### config.mk
export PLATFORM = sky130hd
export DESIGN_NAME = drop_controller_flat
export DESIGN_NICKNAME = d
export VERILOG_FILES = /design/src/rtl/drop_pkg.sv /design/src/rtl/drop_controller_if.sv /design/src/rtl/drop_controller_tick_counter.sv /design/src/rtl/drop_controller.sv /design/src/flat_wrapper.sv
export SDC_FILE = /design/constraint.sdc
export NUM_CORES = 1
export LEC_CHECK = 0
export BUFFER_PORTS_ARGS = -buffer_cell sky130_fd_sc_hd__buf_2
export CAP_MARGIN = 30
export CORE_ASPECT_RATIO = 0.5
export CORE_MARGIN = 2
export CORE_UTILIZATION = 45
export CTS_CLUSTER_SIZE = 8
export DETAILED_ROUTE_END_ITERATION = 12
export PLACE_DENSITY = 0.68
export SLEW_MARGIN = 20
export SYNTH_ARGS = -nofsm -noshare
export SYNTH_HDL_FRONTEND = slang
export SYNTH_SLANG_ARGS = --single-unit
### constraint.sdc
create_clock -name Clock -period 3 [get_ports Clock]
set_clock_uncertainty 0.05 [all_clocks]
set_input_delay 0.45 -clock Clock [delete_from_list [all_inputs] [get_ports Clock]]
set_output_delay 0.45 -clock Clock [all_outputs]
set_load 0.01 [all_outputs]
### src/rtl/drop_pkg.sv
// Shared types and constants for the falling-piece drop sequencer.
package drop_pkg;

    localparam int ROW_W   = 4;
    localparam int BOARD_W = 16;

    // Sequencer states; the encoding is fixed so it can be decoded on a bus probe.
    typedef enum logic [2:0] {
        IDLE   = 3'd0,
        SPAWN  = 3'd1,
        SETTLE = 3'd2,
        FALL   = 3'd3,
        SHIFT  = 3'd4,
        LAND   = 3'd5
    } state_t;

    // Row count increment that sticks at the top value instead of wrapping.
    function automatic logic [ROW_W-1:0] row_sat_inc(input logic [ROW_W-1:0] row);
        return (row == {ROW_W{1'b1}}) ? row : row + 1'b1;
    endfunction

endpackage

### src/rtl/drop_controller_if.sv
// Signal bundle between the drop sequencer, the game controller and the
// falling-piece shift register it drives.
interface drop_controller_if;
    import drop_pkg::*;

    logic               Start;
    logic [BOARD_W-1:0] Pattern;
    logic               Drop;
    logic               Collide;
    logic [BOARD_W-1:0] Pos;
    logic [BOARD_W-1:0] R;
    logic               Load;
    logic               Enable;
    logic               Landed;
    logic               Busy;
    logic [ROW_W-1:0]   Row;

    // Sequencer side: consumes requests and feedback, drives strobes and status.
    modport master (
        input  Start, Pattern, Drop, Collide, Pos,
        output R, Load, Enable, Landed, Busy, Row
    );

    // Environment side: game controller, board logic and shift register.
    modport slave (
        output Start, Pattern, Drop, Collide, Pos,
        input  R, Load, Enable, Landed, Busy, Row
    );
endinterface

### src/rtl/drop_controller_tick_counter.sv
// Gravity tick counter: cleared once per row, counts while enabled and flags
// when the count has reached the selected divisor minus one.
module tick_counter #(
    parameter int CNT_W = 2
) (
    input  logic             Clock,
    input  logic             Resetn,
    input  logic             clear,
    input  logic             enable,
    input  logic [CNT_W-1:0] div_m1,
    output logic             terminal
);

    logic [CNT_W-1:0] count_reg;

    // Count register: clear has priority over counting.
    always_ff @(posedge Clock or negedge Resetn) begin
        if (!Resetn) begin
            count_reg <= '0;
        end else if (clear) begin
            count_reg <= '0;
        end else if (enable) begin
            count_reg <= count_reg + 1'b1;
        end
    end

    // Greater-or-equal rather than equality so a divisor that shrinks
    // mid-count (soft drop pressed late) ticks straight away.
    assign terminal = (count_reg >= div_m1);

endmodule

### src/rtl/drop_controller.sv
// Gravity/spawn sequencer: loads a piece into the downstream shift register,
// pulses the shift enable at the gravity or soft-drop rate, and reports
// landing when the piece reaches the bottom row or hits settled blocks.
module drop_controller
    import drop_pkg::*;
#(
    parameter int TICK_DIV = 25_000_000,
    parameter int FAST_DIV = 2_500_000
) (
    input  logic              Clock,
    input  logic              Resetn,
    drop_controller_if.master bus
);

    localparam int CNT_W = $clog2(TICK_DIV);
    localparam logic [CNT_W-1:0] TICK_M1 = CNT_W'(TICK_DIV - 1);
    localparam logic [CNT_W-1:0] FAST_M1 = CNT_W'(FAST_DIV - 1);

    state_t             state_reg, state_next;
    logic [BOARD_W-1:0] r_reg, r_next;
    logic [ROW_W-1:0]   row_reg, row_next;
    logic               load_reg, load_next;
    logic               enable_reg, enable_next;
    logic               landed_reg, landed_next;
    logic               busy_reg, busy_next;

    logic               cnt_clear;
    logic               cnt_enable;
    logic               cnt_terminal;
    logic [CNT_W-1:0]   div_m1;

    // Divisor follows the soft-drop level every cycle.
    assign div_m1 = bus.Drop ? FAST_M1 : TICK_M1;

    tick_counter #(
        .CNT_W (CNT_W)
    ) u_tick (
        .Clock    (Clock),
        .Resetn   (Resetn),
        .clear    (cnt_clear),
        .enable   (cnt_enable),
        .div_m1   (div_m1),
        .terminal (cnt_terminal)
    );

    // Next-state, datapath and Moore output decode from the upcoming state.
    always_comb begin
        state_next = state_reg;
        r_next     = r_reg;
        row_next   = row_reg;
        cnt_clear  = 1'b0;
        cnt_enable = 1'b0;

        case (state_reg)
            IDLE: begin
                // An all-zero pattern is not a piece; the request is dropped.
                if (bus.Start && (bus.Pattern != '0)) begin
                    state_next = SPAWN;
                    r_next     = bus.Pattern;
                    row_next   = '0;
                end
            end
            SPAWN: begin
                state_next = SETTLE;
            end
            SETTLE: begin
                cnt_clear  = 1'b1;
                state_next = FALL;
            end
            FALL: begin
                if (cnt_terminal) begin
                    if (bus.Pos[BOARD_W-1] || bus.Collide) begin
                        state_next = LAND;
                    end else begin
                        state_next = SHIFT;
                        row_next   = row_sat_inc(row_reg);
                    end
                end else begin
                    cnt_enable = 1'b1;
                end
            end
            SHIFT: begin
                state_next = SETTLE;
            end
            LAND: begin
                state_next = IDLE;
            end
            default: begin
                state_next = IDLE;
            end
        endcase

        load_next   = (state_next == SPAWN);
        enable_next = (state_next == SHIFT);
        landed_next = (state_next == LAND);
        busy_next   = (state_next != IDLE);
    end

    // State and output registers; reset abandons any piece in flight.
    always_ff @(posedge Clock or negedge Resetn) begin
        if (!Resetn) begin
            state_reg  <= IDLE;
            r_reg      <= '0;
            row_reg    <= '0;
            load_reg   <= 1'b0;
            enable_reg <= 1'b0;
            landed_reg <= 1'b0;
            busy_reg   <= 1'b0;
        end else begin
            state_reg  <= state_next;
            r_reg      <= r_next;
            row_reg    <= row_next;
            load_reg   <= load_next;
            enable_reg <= enable_next;
            landed_reg <= landed_next;
            busy_reg   <= busy_next;
        end
    end

    assign bus.R      = r_reg;
    assign bus.Row    = row_reg;
    assign bus.Load   = load_reg;
    assign bus.Enable = enable_reg;
    assign bus.Landed = landed_reg;
    assign bus.Busy   = busy_reg;

endmodule

### src/flat_wrapper.sv
// flat-port wrapper written by rule: the top's interface ports become plain ports
module drop_controller_flat import drop_pkg::*;
#(
    parameter int TICK_DIV = 25_000_000,
    parameter int FAST_DIV = 2_500_000
)
  (Clock, Resetn, bus_Start, bus_Pattern, bus_Drop, bus_Collide, bus_Pos, bus_R, bus_Load, bus_Enable, bus_Landed, bus_Busy, bus_Row);
  drop_controller_if bus_i ();
  input  logic Clock;
  input  logic Resetn;
  input wire logic [$bits(bus_i.Start)-1:0] bus_Start;
  input wire logic [$bits(bus_i.Pattern)-1:0] bus_Pattern;
  input wire logic [$bits(bus_i.Drop)-1:0] bus_Drop;
  input wire logic [$bits(bus_i.Collide)-1:0] bus_Collide;
  input wire logic [$bits(bus_i.Pos)-1:0] bus_Pos;
  output wire logic [$bits(bus_i.R)-1:0] bus_R;
  output wire logic [$bits(bus_i.Load)-1:0] bus_Load;
  output wire logic [$bits(bus_i.Enable)-1:0] bus_Enable;
  output wire logic [$bits(bus_i.Landed)-1:0] bus_Landed;
  output wire logic [$bits(bus_i.Busy)-1:0] bus_Busy;
  output wire logic [$bits(bus_i.Row)-1:0] bus_Row;
  assign bus_i.Start = bus_Start;
  assign bus_i.Pattern = bus_Pattern;
  assign bus_i.Drop = bus_Drop;
  assign bus_i.Collide = bus_Collide;
  assign bus_i.Pos = bus_Pos;
  assign bus_R = bus_i.R;
  assign bus_Load = bus_i.Load;
  assign bus_Enable = bus_i.Enable;
  assign bus_Landed = bus_i.Landed;
  assign bus_Busy = bus_i.Busy;
  assign bus_Row = bus_i.Row;
  drop_controller #(.TICK_DIV(TICK_DIV), .FAST_DIV(FAST_DIV)) u_core (.Clock(Clock), .Resetn(Resetn), .bus(bus_i));
endmodule
# Word level (Yosys, flattened, before mapping)
# Index checks and enable logic that the tools add are counted.
# W data, S select, Z words.
# totals
register_bits	52
latch_bits	0
ramBits	0
mem_bits_ro	0
out_inout_bits	24
elab_cells	48
memories	0
# op_classes
addsub	2
mul	0
div	0
magnitude_cmp	1
eq_ne	12
shifts	0
mux	15
bitwise	0
reduce_logical	10
# ops
op	count
$mux W25	3
$add A25 B1 Y25 const B	1
$ge A25 B25 Y1	1
$mux W4	4
$reduce_bool A16 Y1	1
$pmux W3 S4	1
$eq A3 B3 Y1 const B	3
$pmux W4 S2	1
$eq A3 B1 Y1 const B	2
$eq A3 B2 Y1 const B	2
$mux W3	2
$reduce_and A5 Y1	1
$add A4 B1 Y4 const B	1
$eq A4 B4 Y1 const B	1
$mux W1	4
$ne A2 B1 Y1 const B	2
$ne A2 B2 Y1 const B	2
$reduce_bool A2 Y1	2
$logic_not A3 Y1	1
$reduce_bool A3 Y1	1
$reduce_and A2 Y1	1
$reduce_or A2 Y1	1
$logic_and A1 B1 Y1	1
$logic_or A1 B1 Y1	1

# Longest topological paths before layout
# Gate-level depths: netlist (run 1).
# depth
ltp_word	6
mapped_depth	10
ltp_nobuf	8

# By module
# From an unflattened synthesis (run 1), not the netlist that was laid out.
# hier_totals
hier_cells	297
area_unflattened_um2	3001.6
# modules_own_cells
module	n_inst	cells_each	area_each_um2	seq_area_each_um2
tick_counter	1	209	1861.8	625.6
drop_controller	1	88	1139.8	675.6

# Least setup slack after synthesis (run 1)
# Ideal clock, no wire load.
# synth_timing
path_kind	input port to flip-flop
from	input port bus_Drop
to	register u_core.u_tick.count_reg[9]
setup_time_ps	78
t_arrival_ps	2168
required_ps	2872
setup_slack_ps	704
path_stages	8
path_buffers	0
cell_sequence	inv_1 ha_1 o21ai_0 nor2_1 o311ai_2 nand4_4 or4_1 a21oi_1
# synth_between
elab_chain_len	5
# synth_lines
element	line_no	source
start: declaration	flat_wrapper.sv:13	input wire logic [$bits(bus_i.Drop)-1:0] bus_Drop;
$mux W25	drop_controller.sv:33	assign div_m1 = bus.Drop ? FAST_M1 : TICK_M1;
$ge A25 B25 Y1	drop_controller_tick_counter.sv:29	assign terminal = (count_reg >= div_m1);
$mux W1	drop_controller.sv:71	if (cnt_terminal) begin
$mux W1	drop_controller.sv:54	case (state_reg)
$reduce_bool A2 Y1 (no line)	-	
end signal: assignment	drop_controller_tick_counter.sv:23	count_reg <= count_reg + 1'b1;
end: declaration	drop_controller_tick_counter.sv:14	logic [CNT_W-1:0] count_reg;
# No other way between the ends.
# A chain may end at the register's enable or synchronous reset.

# Worst setup path after layout (run 1)
# layout_timing
from	input port bus_Drop
to	register u_core.u_tick.count_reg[15]
# Same word-level chain as after synthesis.

==> results of run 1 <==
==> per-stage QoR <==
step / area, sq um / cells / hold slack (ns) / total power [mW] / utilization (%)
finish: 3360 / 420 / -0.00212 / 1.32 / 55.5
detailed placement: 3210 / 412 / 0.314 / 0.767 / 53.1
global route: 3360 / 420 / 0.00839 / 1.37 / 55.5
CTS: 3360 / 420 / 0.00553 / 1.33 / 55.5
floorplan: 2820 / 274 / 0.104 / 0.726 / -
global placement: 3210 / 412 / 0.307 / 0.765 / 53.1
==> worst paths after layout <==
| path | cells past startpoint | slack [ns] | end |
|---|---|---|---|
| worst max-delay path | 9 | 0.32 | u_core.u_tick.count_reg[15] |
| worst min-delay path | 1 | -0.002 | u_core.bus.R[14] |
| worst max register to register | 7 | 0.35 | u_core.u_tick.count_reg[15] |
| worst min register to register | 1 | 0.45 | u_core.bus.R[15] |
| max in group asynchronous | 2 | 2.11 | u_core.u_tick.count_reg[14] |
| min in group Clock | 2 | 0.36 | u_core.bus.R[7] |
==> metal layers <==
layer  up-vias  track usage, %
met4         0            5.27
met3         8            4.06
met5         -               0
met1      1123            26.7
met2        62            31.5
li1       1163               -
==> placed cells by master (no fill, tap or decap), types with 2 or more instances in the layout <==
cell type,synthesis,final
inv_1,5,5
o311ai_0,2,2
mux2i_1,2,2
or4_1,6,6
nand3_1,13,13
nor4_1,6,6
buf_4,0,14
nand4_1,9,9
mux2_2,16,16
clkbuf_16,0,5
a21oi_1,24,24
o21ai_0,18,18
nor2_1,12,12
o21a_1,2,2
nand4b_1,3,3
and4_1,2,2
and2_1,3,3
nor4_2,2,2
nor3_1,7,7
ha_1,15,15
or3_1,12,12
nand2_1,22,22
and3_1,4,4
dfrtp_1,52,52
o31ai_1,7,7
buf_2,1,45
==> power by group <==
| part | leakage, nW | total [mW] | internal (mW) | switching, mW |
|---|---|---|---|---|
| sequential | 0.691 | 0.701 | 0.701 | 0 |
| combinational | 0.848 | 0.0513 | 0.0198 | 0.0315 |
| clock | 0.0671 | 0.566 | 0.311 | 0.255 |
==> cell type report <==
class,instances,area [sq um],share of cell area (%)
clock buffers,6,129,3.84
clock inverters,2,16.3,0.484
inverters,5,18.8,0.559
multi-input cells,208,1450,43.3
flip-flops and latches,52,1300,38.7
well taps,88,110,3.28
repair buffers,59,330,9.83
==> cells by family after synthesis <==
| family | after synthesis | share of synthesized area (%) |
|---|---|---|
| AND/OR/NAND/NOR | 111 | 22.9 |
| AO/OA/AOI/OAI | 63 | 14.6 |
| flip-flops | 52 | 46.2 |
| adder cells (fa/ha/maj) | 15 | 6.66 |
| XOR/XNOR | 1 | 0.311 |
| multiplexers | 18 | 7.10 |
| buffers and inverters | 14 | 2.22 |
==> metrics.md, run 1 <==
| Metric | Value |
|---|---|
| Status | finished with violations |
| Failing checks | negative hold slack |
| Metal3 WL | 301 um |
| IO Port Bufs | 45 |
| Relative slew slack | 47.6% |
| Worst-Skew Late Latency | 0.29 ns |
| Largest net degree at the start of global routing | 39 |
| Top-count cell post-synth | dfrtp_1 |
| Synth area leader | dfrtp_1 |
| Peak VDD IR | ~0.25 mV |
| EDFF count, synth | 0 |
| Synthesized area | 0.00282 sq mm |
| CP max-delay cell | or4_1 |
| Final hold violation count | 11 |
| Antenna viol nets, final | 0 |
| Setup ws final | 0.316 ns |
| Async SR Flop Fraction | 100% |
| Die Y | 60.0 um |
| Synth Flop Type | dfrtp_1 |
| Antenna violations before repair | 0 |
| Htree depth | 2 |
| Antenna cells | 0 |
| WHS | -0.00212 ns |
| Final setup viols | 0 |
| Io pins | 61 |
| Fillers | 549 |
| DP Wirelength | 4.69 mm |
| Sum of buffers and inverters on the critical path | 2 |
| Pwr/cell area | roughly 390 mW/mm^2 |
| Leakage | 1.61 nW |
| WP data required | 3.15 ns |
| Initial Util | 46.5% |
| Synth top cells by count | dfrtp_1 (52), a21oi_1 (24), nand2_1 (22) |
| Area growth syn-to-layout | 19.2% |
| Worst path max stage delay | about 0.62 ns |
| Hold WC Path Type | in2async |
| Layout cells sized above 1 | between 20% and 30% |
| Global Route Usage Sum | 19.4% |
| Worst reg2reg startpoint | u_core.u_tick.count_reg[16] |
| Core area | 0.00606 sq mm |
| Dpl ws | 0.0193 ns |
| Critical Path End Type | register |
| Syn nets | approximately 330 |
| Final Max Slew Viols | 0 |
| Initial DRT Pass Iterations | 4 |
| Fin Setup TNS | 0 ns |
| # DRC | 0 |
| Clk buf depth | 2 |
| Delay-heaviest family, CP | simple AND/OR/NAND/NOR gates |
| Seq/Total Area, Yosys | a little under half |
| CP startpoint | bus_Drop |
| Arr. time, crit path | 2.84 ns |
| Unrepaired setup endpoints after global routing | false |
| Area contributors post-synth | dfrtp_1 (46%), ha_1 (6.7%), mux2_2 (6.4%) |
| Slew @ Worst Pin | 0.786 ns |
| Met2 wire length | 2.84 mm |
| Post-CTS Hold Buffers | 0 |
| Synth Warn # | 0 |
| Setup crit start kind | primary input |
| CTS Buf Count | 5 |
| Mean Syn Cell Area | about 10 sq um |
| Routed WL per cell | 15.0 um |
| Final period util | 89.5% |
| Critical path class | in2reg |
| Vias/cell | 5.61 |
| Row count | 20 |
| Post-CTS setup buffer count | 0 |
| Overflow after GRT | 0 |
| PostCTS Resize Cnt | 0 |
| Vias in the first global route | 2275 |
| Number of max-cap violations | 0 |
| # nets final | 383 |
| Register bit count reported by yosys | 52 |
| Starting DRT DRC Count | 76 |
| Root Buffer | clkbuf_16 |
| Uppermost layer routed | met4 |
| Routed WL | 6.30 mm |
| Routed vias | 2356 |
| Critical path peak fanout | 28 |
| Synthesized instance count | 274 |
| CTS tree | built |
| Max reg flops | 25 |
| Fmax | 0.373 GHz |
| Met1 wire length | 3.08 mm |
| Clock transition at path regs | 0.07 ns |
| Die W | around 120 um |
| GP Congestion | 0.819 |
| Share of the synthesized area in the top cell type | 46.2% |
| Clock sinks | 52 |
| Yosys cell types | ~50 |
| DIE AREA | 0.00695 sq mm |
| Critical Path, Cell by Cell | buf_2 -> inv_1 -> ha_1 -> o21ai_0 -> nor2_1 -> o311ai_2 -> nand4_4 -> or4_1 -> a21oi_1 |
| First-pass GRT wire length | 10.6 mm |
| Post-layout min period | 2.68 ns |
Note: power is estimated with default switching activity, not from simulation.
==> run 2, diff against run 1 <==
- CORE_UTILIZATION: 45 -> 54
- PLACE_DENSITY: 0.68 -> 0.79
==> run 2 against run 1 <==
The run now ends clean. Count of clock-buffer cells in the layout is the same. Non-clock buffer count fell by 2. Fmax about the same. Via count increased by 2.8%. Power fell by 12%. Clock power is 28% lower. Die area shrank 16%. Sequential cell count unchanged. Sequential power about the same. Global-route usage is 4.1 points higher. Combinational power is 1% higher.
==> metrics.md, run 2 (synthesized netlist as in run 1, its figures left out) <==
| Metric | Value |
|---|---|
| Post-layout min period | 2.68 ns (about the same) |
| Critical Path End Type | register (unchanged) |
| Antenna viol nets, final | 0 (unchanged) |
| Overflow after GRT | 0 (unchanged) |
| Htree depth | 2 (unchanged) |
| Root Buffer | clkbuf_8 (was clkbuf_16) |
| Io pins | 61 (unchanged) |
| Final Max Slew Viols | 0 (unchanged) |
| Reg power frac | 60.2% (was 53.2%) |
| # nets final | 381 (was 383) |
| Reg-to-reg slack, setup | 0.32 ns (was 0.35 ns) |
| Unrepaired setup endpoints after global routing | false (unchanged) |
| Int Power | 0.886 mW (was 1.03 mW) |
| Clock transition at path regs | 0.09 ns (was 0.07 ns) |
| CTS tree | built (unchanged) |
| Routed WL | 6.41 mm (was 6.30 mm) |
| Most common cell after layout, fill and taps aside | dfrtp_1 (unchanged) |
| Dpl ws | 0.0197 ns (was 0.0193 ns) |
| Clock share of power | 35.3% (was 42.9%) |
| # DRC | 0 (unchanged) |
| Vias/cell | 6.05 (was 5.61) |
| R2R depth | 8 (was 7) |
| Fin Setup TNS | 0 ns (unchanged) |
| Fmax | 0.373 GHz (about the same) |
| Final hold violation count | 0 (was 11) |
| Status | finished clean (was finished with violations) |
| Area growth syn-to-layout | 15.9% (was 19.2%) |
| Final setup viols | 0 (unchanged) |
| Routed WL per cell | 16.0 um (was 15.0 um) |
| Vias in the first global route | 2310 (was 2275) |
| Net load switching power | 0.276 mW (was 0.286 mW) |
| First-pass GRT wire length | 10.6 mm (about the same) |
| Die W | 106 um (was 116 um) |
| DP Wirelength | 4.74 mm (was 4.69 mm) |
| Setup crit start kind | register (was primary input) |
| CTS Buf Count | 5 (unchanged) |
| WHS | 0.176 ns (was -0.00212 ns) |
| GP Congestion | 0.821 (was 0.819) |
| Starting DRT DRC Count | 49 (was 76) |
| Final period util | 89.4% (was 89.5%) |
| Antenna violations before repair | 0 (unchanged) |
| Worst reg2reg startpoint | u_core.u_tick.count_reg[7] (was u_core.u_tick.count_reg[16]) |
| Relative slew slack | 47.5% (was 47.6%) |
| WP data required | 3.18 ns (was 3.15 ns) |
| Max reg flops | 25 (unchanged) |
| Post-placement cell area | 0.00318 sq mm (was 0.00321 sq mm) |
| Die Y | 55.1 um (was 60.0 um) |
| Initial DRT Pass Iterations | 4 (unchanged) |
| Antenna cells | 0 (unchanged) |
| Critical path peak fanout | 24 (was 28) |
| Post-CTS setup buffer count | 0 (unchanged) |
| Dpl cells | 392 (was 412) |
| Sw Ratio | 23.8% (was 21.7%) |
| Pwr/cell area | 356 mW/mm^2 (was 392 mW/mm^2) |
| DIE AREA | 0.00585 sq mm (was 0.00695 sq mm) |
| Post-route cell area | 0.00327 sq mm (was 0.00336 sq mm) |
| CP startpoint | u_core.u_tick.count_reg[7] (was bus_Drop) |
| Clock sinks | 52 (unchanged) |
| Setup ws final | 0.318 ns (was 0.316 ns) |
| Layout cells sized above 1 | 27.3% (was 27.7%) |
| Combinational power share | 4.5% (was 3.9%) |
| Initial Util | 56.6% (was 46.5%) |
| Post-CTS Hold Buffers | 0 (unchanged) |
| Number of max-cap violations | 0 (unchanged) |
| Most frequent cells in the layout | dfrtp_1 (52), buf_2 (45), a21oi_1 (24), nand2_1 (22), o21ai_0 (18) (unchanged) |
| Core area | 0.00498 sq mm (was 0.00606 sq mm) |
| Crit path capture | u_core.u_tick.count_reg[6] (was u_core.u_tick.count_reg[15]) |
| RR Endpoint | u_core.u_tick.count_reg[6] (was u_core.u_tick.count_reg[15]) |
| Hold WC Path Type | in2async (unchanged) |
| Clk buf depth | 2 (unchanged) |
| Peak VDD IR | 0.295 mV (was 0.246 mV) |
| Global Route Usage Sum | 23.5% (was 19.4%) |
| Arr. time, crit path | 2.86 ns (was 2.84 ns) |
| IO Port Bufs | 45 (unchanged) |
| Post-route insts no fill | 400 (was 420) |
| Worst-Skew Late Latency | 0.31 ns (was 0.29 ns) |
| PostCTS Resize Cnt | 0 (unchanged) |
| Fin util | 65.6% (was 55.5%) |
| Leakage | 1.57 nW (was 1.61 nW) |
| Slew @ Worst Pin | 0.788 ns (was 0.786 ns) |
| Critical path class | reg2reg (was in2reg) |
| Routed vias | 2421 (was 2356) |
| Row count | 18 (was 20) |
| Largest net degree at the start of global routing | 53 (was 39) |
| Power, Total | 1.16 mW (was 1.32 mW) |
run 2: how the worst min path moves through the flow:
stage                             end  slack, ns  cells past startpoint
floorplan             u_core.bus.Busy       0.10                      0
global placement     u_core.bus.R[15]       0.43                      1
detailed placement    u_core.bus.R[5]       0.44                      1
CTS                   u_core.bus.R[7]       0.21                      2
global route        u_core.bus.Row[3]       0.25                      2
finish              u_core.bus.Enable       0.18                      2
run 2: final cells by class:
cell class	instances	area, sq um
Clock inverter	2	16.3
Sequential cell	52	1300
Timing Repair Buffer	57	315
Tap cell	70	87.6
Clock buffer	6	72.6
Inverter	5	18.8
Fill cell	408	1710
Multi-Input combinational cell	208	1450
run 2: metal layers:
metal  part of all wire [%]  GRT usage [%]  vias to the layer above
met5                      0              0                        -
met3                    5.4           5.27                        9
met2                     48           43.9                       67
li1                       -              -                     1158
met4                    1.2           7.24                        0
met1                     45           28.3                     1187
run 2: critical path, stage by stage (launching register included):
cell,delay (ns)
dfrtp_1,0.46
ha_1,0.33
o21ai_0,0.21
nor2_1,0.10
o311ai_2,0.33
nand4_4,0.34
buf_4,0.29
or3_1,0.34
a21oi_1,0.16
run 2: power by group through the flow:
| stage | Combinational [mW] | Clock, mW | Sequential [mW] |
|---|---|---|---|
| after floorplan | 0.0120 | 0 | 0.714 |
| after detailed placement | 0.0528 | 0 | 0.714 |
| after global routing | 0.0592 | 0.443 | 0.700 |
| after global placement | 0.0488 | 0 | 0.714 |
| final | 0.0518 | 0.410 | 0.700 |
| after CTS | 0.0533 | 0.413 | 0.700 |
==> run 3, diff against run 2 <==
- CORE_UTILIZATION: 54 -> 49
- PLACE_DENSITY: 0.79 -> 0.76
- clock period: 3 -> 2.4 ns (I/O delays scaled with it)
==> run 3 against run 2 <==
The flow now finishes with violations (negative setup slack). Fmax rose by 5.9%. Sequential cell count did not move. Worst setup slack got worse by 0.45 ns. Register-to-register slack got worse by 0.45 ns. Core utilization rose by 7.8 points. Sequential power rose by 25%. Count of clock-buffer cells in the layout did not move. Critical endpoint is now u_core.u_tick.count_reg[23]. Largest cell class unchanged. Largest power group unchanged. Highest routed layer unchanged.
==> metrics.md, run 3 (synthesized netlist as in run 1, its figures left out) <==
| Metric | Value |
|---|---|
| Post-layout min period | 2.53 ns (was 2.68 ns) |
| # DRC | 0 (unchanged) |
| Layout cells sized above 1 | 47.5% (was 27.3%) |
| Number of max-cap violations | 0 (unchanged) |
| Clock transition at path regs | 0.07 ns (was 0.09 ns) |
| Io pins | 61 (unchanged) |
| Critical path class | reg2reg (unchanged) |
| Final hold violation count | 0 (unchanged) |
| DIE AREA | 0.00641 sq mm (was 0.00585 sq mm) |
| Clk buf depth | 2 (unchanged) |
| Antenna viol nets, final | 0 (unchanged) |
| GP Congestion | 0.842 (was 0.821) |
| Pwr/cell area | 420 mW/mm^2 (was 356 mW/mm^2) |
| Post-route cell area | 0.00405 sq mm (was 0.00327 sq mm) |
| Post-placement cell area | 0.00343 sq mm (was 0.00318 sq mm) |
| Most common cell after layout, fill and taps aside | dfrtp_1 (unchanged) |
| Unrepaired setup endpoints after global routing | true (was false) |
| WP data required | 2.50 ns (was 3.18 ns) |
| Routed WL per cell | 21.5 um (was 16.0 um) |
| First-pass GRT wire length | 13.0 mm (was 10.6 mm) |
| Row count | 19 (was 18) |
| Initial Util | 51.1% (was 56.6%) |
| CTS Buf Count | 5 (unchanged) |
| Root Buffer | clkbuf_16 (was clkbuf_8) |
| Status | finished with violations (was finished clean) |
| Vias/cell | 6.62 (was 6.05) |
| Antenna violations before repair | 0 (unchanged) |
| Die Y | 57.6 um (was 55.1 um) |
| Starting DRT DRC Count | 318 (was 49) |
| Area growth syn-to-layout | 43.8% (was 15.9%) |
| Routed vias | 2977 (was 2421) |
| Htree depth | 2 (unchanged) |
| Vias in the first global route | 2788 (was 2310) |
| CTS tree | built (unchanged) |
| Relative slew slack | 49.7% (was 47.5%) |
| Peak VDD IR | 0.311 mV (was 0.295 mV) |
| Failing checks | negative setup slack |
| Die W | 111 um (was 106 um) |
| Setup crit start kind | register (unchanged) |
| Largest net degree at the start of global routing | 26 (was 53) |
| WHS | 0.260 ns (was 0.176 ns) |
| Final setup viols | 23 (was 0) |
| Clock sinks | 52 (unchanged) |
| DP Wirelength | 5.39 mm (was 4.74 mm) |
| Arr. time, crit path | 2.64 ns (was 2.86 ns) |
| Critical path peak fanout | 7 (was 24) |
| Most frequent cells in the layout | dfrtp_1 (52), buf_2 (44), buf_4 (43), nand2_1 (22) (was dfrtp_1 (52), buf_2 (45), a21oi_1 (24), nand2_1 (22), o21ai_0 (18)) |
| Routed WL | 9.70 mm (was 6.41 mm) |
| Worst-Skew Late Latency | 0.30 ns (was 0.31 ns) |
| Final period util | 105% (was 89.4%) |
| IO Port Bufs | 45 (unchanged) |
| Global Route Usage Sum | 26.0% (was 23.5%) |
| Setup ws final | -0.132 ns (was 0.318 ns) |
| Core area | 0.00552 sq mm (was 0.00498 sq mm) |
| # nets final | 428 (was 381) |
| Fmax | 0.395 GHz (was 0.373 GHz) |
| Slew @ Worst Pin | 0.752 ns (was 0.788 ns) |
| Hold WC Path Type | in2reg (was in2async) |
| Critical Path End Type | register (unchanged) |
| Overflow after GRT | 0 (unchanged) |
| Final Max Slew Viols | 0 (unchanged) |
| Initial DRT Pass Iterations | 5 (was 4) |
| Leakage | 1.90 nW (was 1.57 nW) |
| Antenna cells | 0 (unchanged) |
| Max reg flops | 25 (unchanged) |
[run 3: changes by cell type in the layout (fill, tap and decap cells not counted), sizes merged]
cell	change
dlygate4sd3	+1
buf	+44
nand4	+2
[run 3: timing repair]
| action | 4_1_cts | 5_1_grt |
|---|---|---|
| resized for setup | 22 | 47 |
| hold endpoints to repair | 13 | 0 |
| setup endpoints to repair | 19 | 26 |
| pin swaps | 15 | 24 |
| setup buffers | 8 | 4 |
| cloned | 2 | 0 |
| hold buffers | 1 | 0 |
[run 3: worst max-delay path, cell delays in order (launching register included)]
cell      delay, ns
dfrtp_1        0.43
ha_4           0.24
nand4b_1       0.20
a21oi_2        0.09
nor3b_2        0.22
buf_4          0.21
nand4_4        0.22
buf_6          0.25
buf_4          0.14
o21ai_1        0.25
a21oi_2        0.09
[run 3: stage by stage]
| stage | utilization (%) | power [mW] | std cells | TNS [ns] | setup WS (ns) |
|---|---|---|---|---|---|
| finish | 73.5 | 1.70 | 450 | -1.47 | -0.132 |
| global route | 73.5 | 1.75 | 450 | -2.33 | -0.141 |
| CTS | 69.0 | 1.68 | 446 | -0.0285 | -0.0199 |
| detailed placement | 62.3 | 0.962 | 427 | -10.35 | -0.472 |
| global placement | 62.3 | 0.957 | 427 | -6.41 | -0.300 |
| floorplan | - | 0.908 | 274 | 0 | 0.194 |
[run 3: layout make-up]
class,count,area [sq um]
multi-input cells,210,1780
fillers,316,1460
flip-flops and latches,52,1300
repair buffers,102,719
clock buffers,6,129
well taps,73,91.3
inverters,5,18.8
clock inverters,2,16.3
[run 3: final timing paths]
| check | startpoint | end | slack [ns] | depth (start not counted) |
|---|---|---|---|---|
| setup / recovery | u_core.u_tick.count_reg[24] | u_core.u_tick.count_reg[23] | -0.13 | 10 |
| hold / removal | bus_Pattern[14] | u_core.bus.R[14] | 0.26 | 2 |
| setup reg to reg | u_core.u_tick.count_reg[24] | u_core.u_tick.count_reg[23] | -0.13 | 10 |
| hold reg to reg | u_core.bus.R[11] | u_core.bus.R[11] | 0.46 | 1 |
| max in group asynchronous | Resetn | u_core.u_tick.count_reg[13] | 1.21 | 3 |
| min in group asynchronous | Resetn | u_core.bus.Row[3] | 0.45 | 2 |
[run 3: metal layers]
layer,up-vias,part of all wire (%),global-route usage (%)
met1,1410,38,29.9
met4,0,5.9,13.1
met3,67,9.0,5.86
li1,1256,-,-
met2,244,47,47.2
met5,-,0,0
[run 3: power by group]
group	total [mW]	internal (mW)	switching, mW
Sequential	0.876	0.876	0
Clock	0.733	0.390	0.344
Combinational	0.0926	0.0378	0.0548
Total	1.70	1.30	0.398
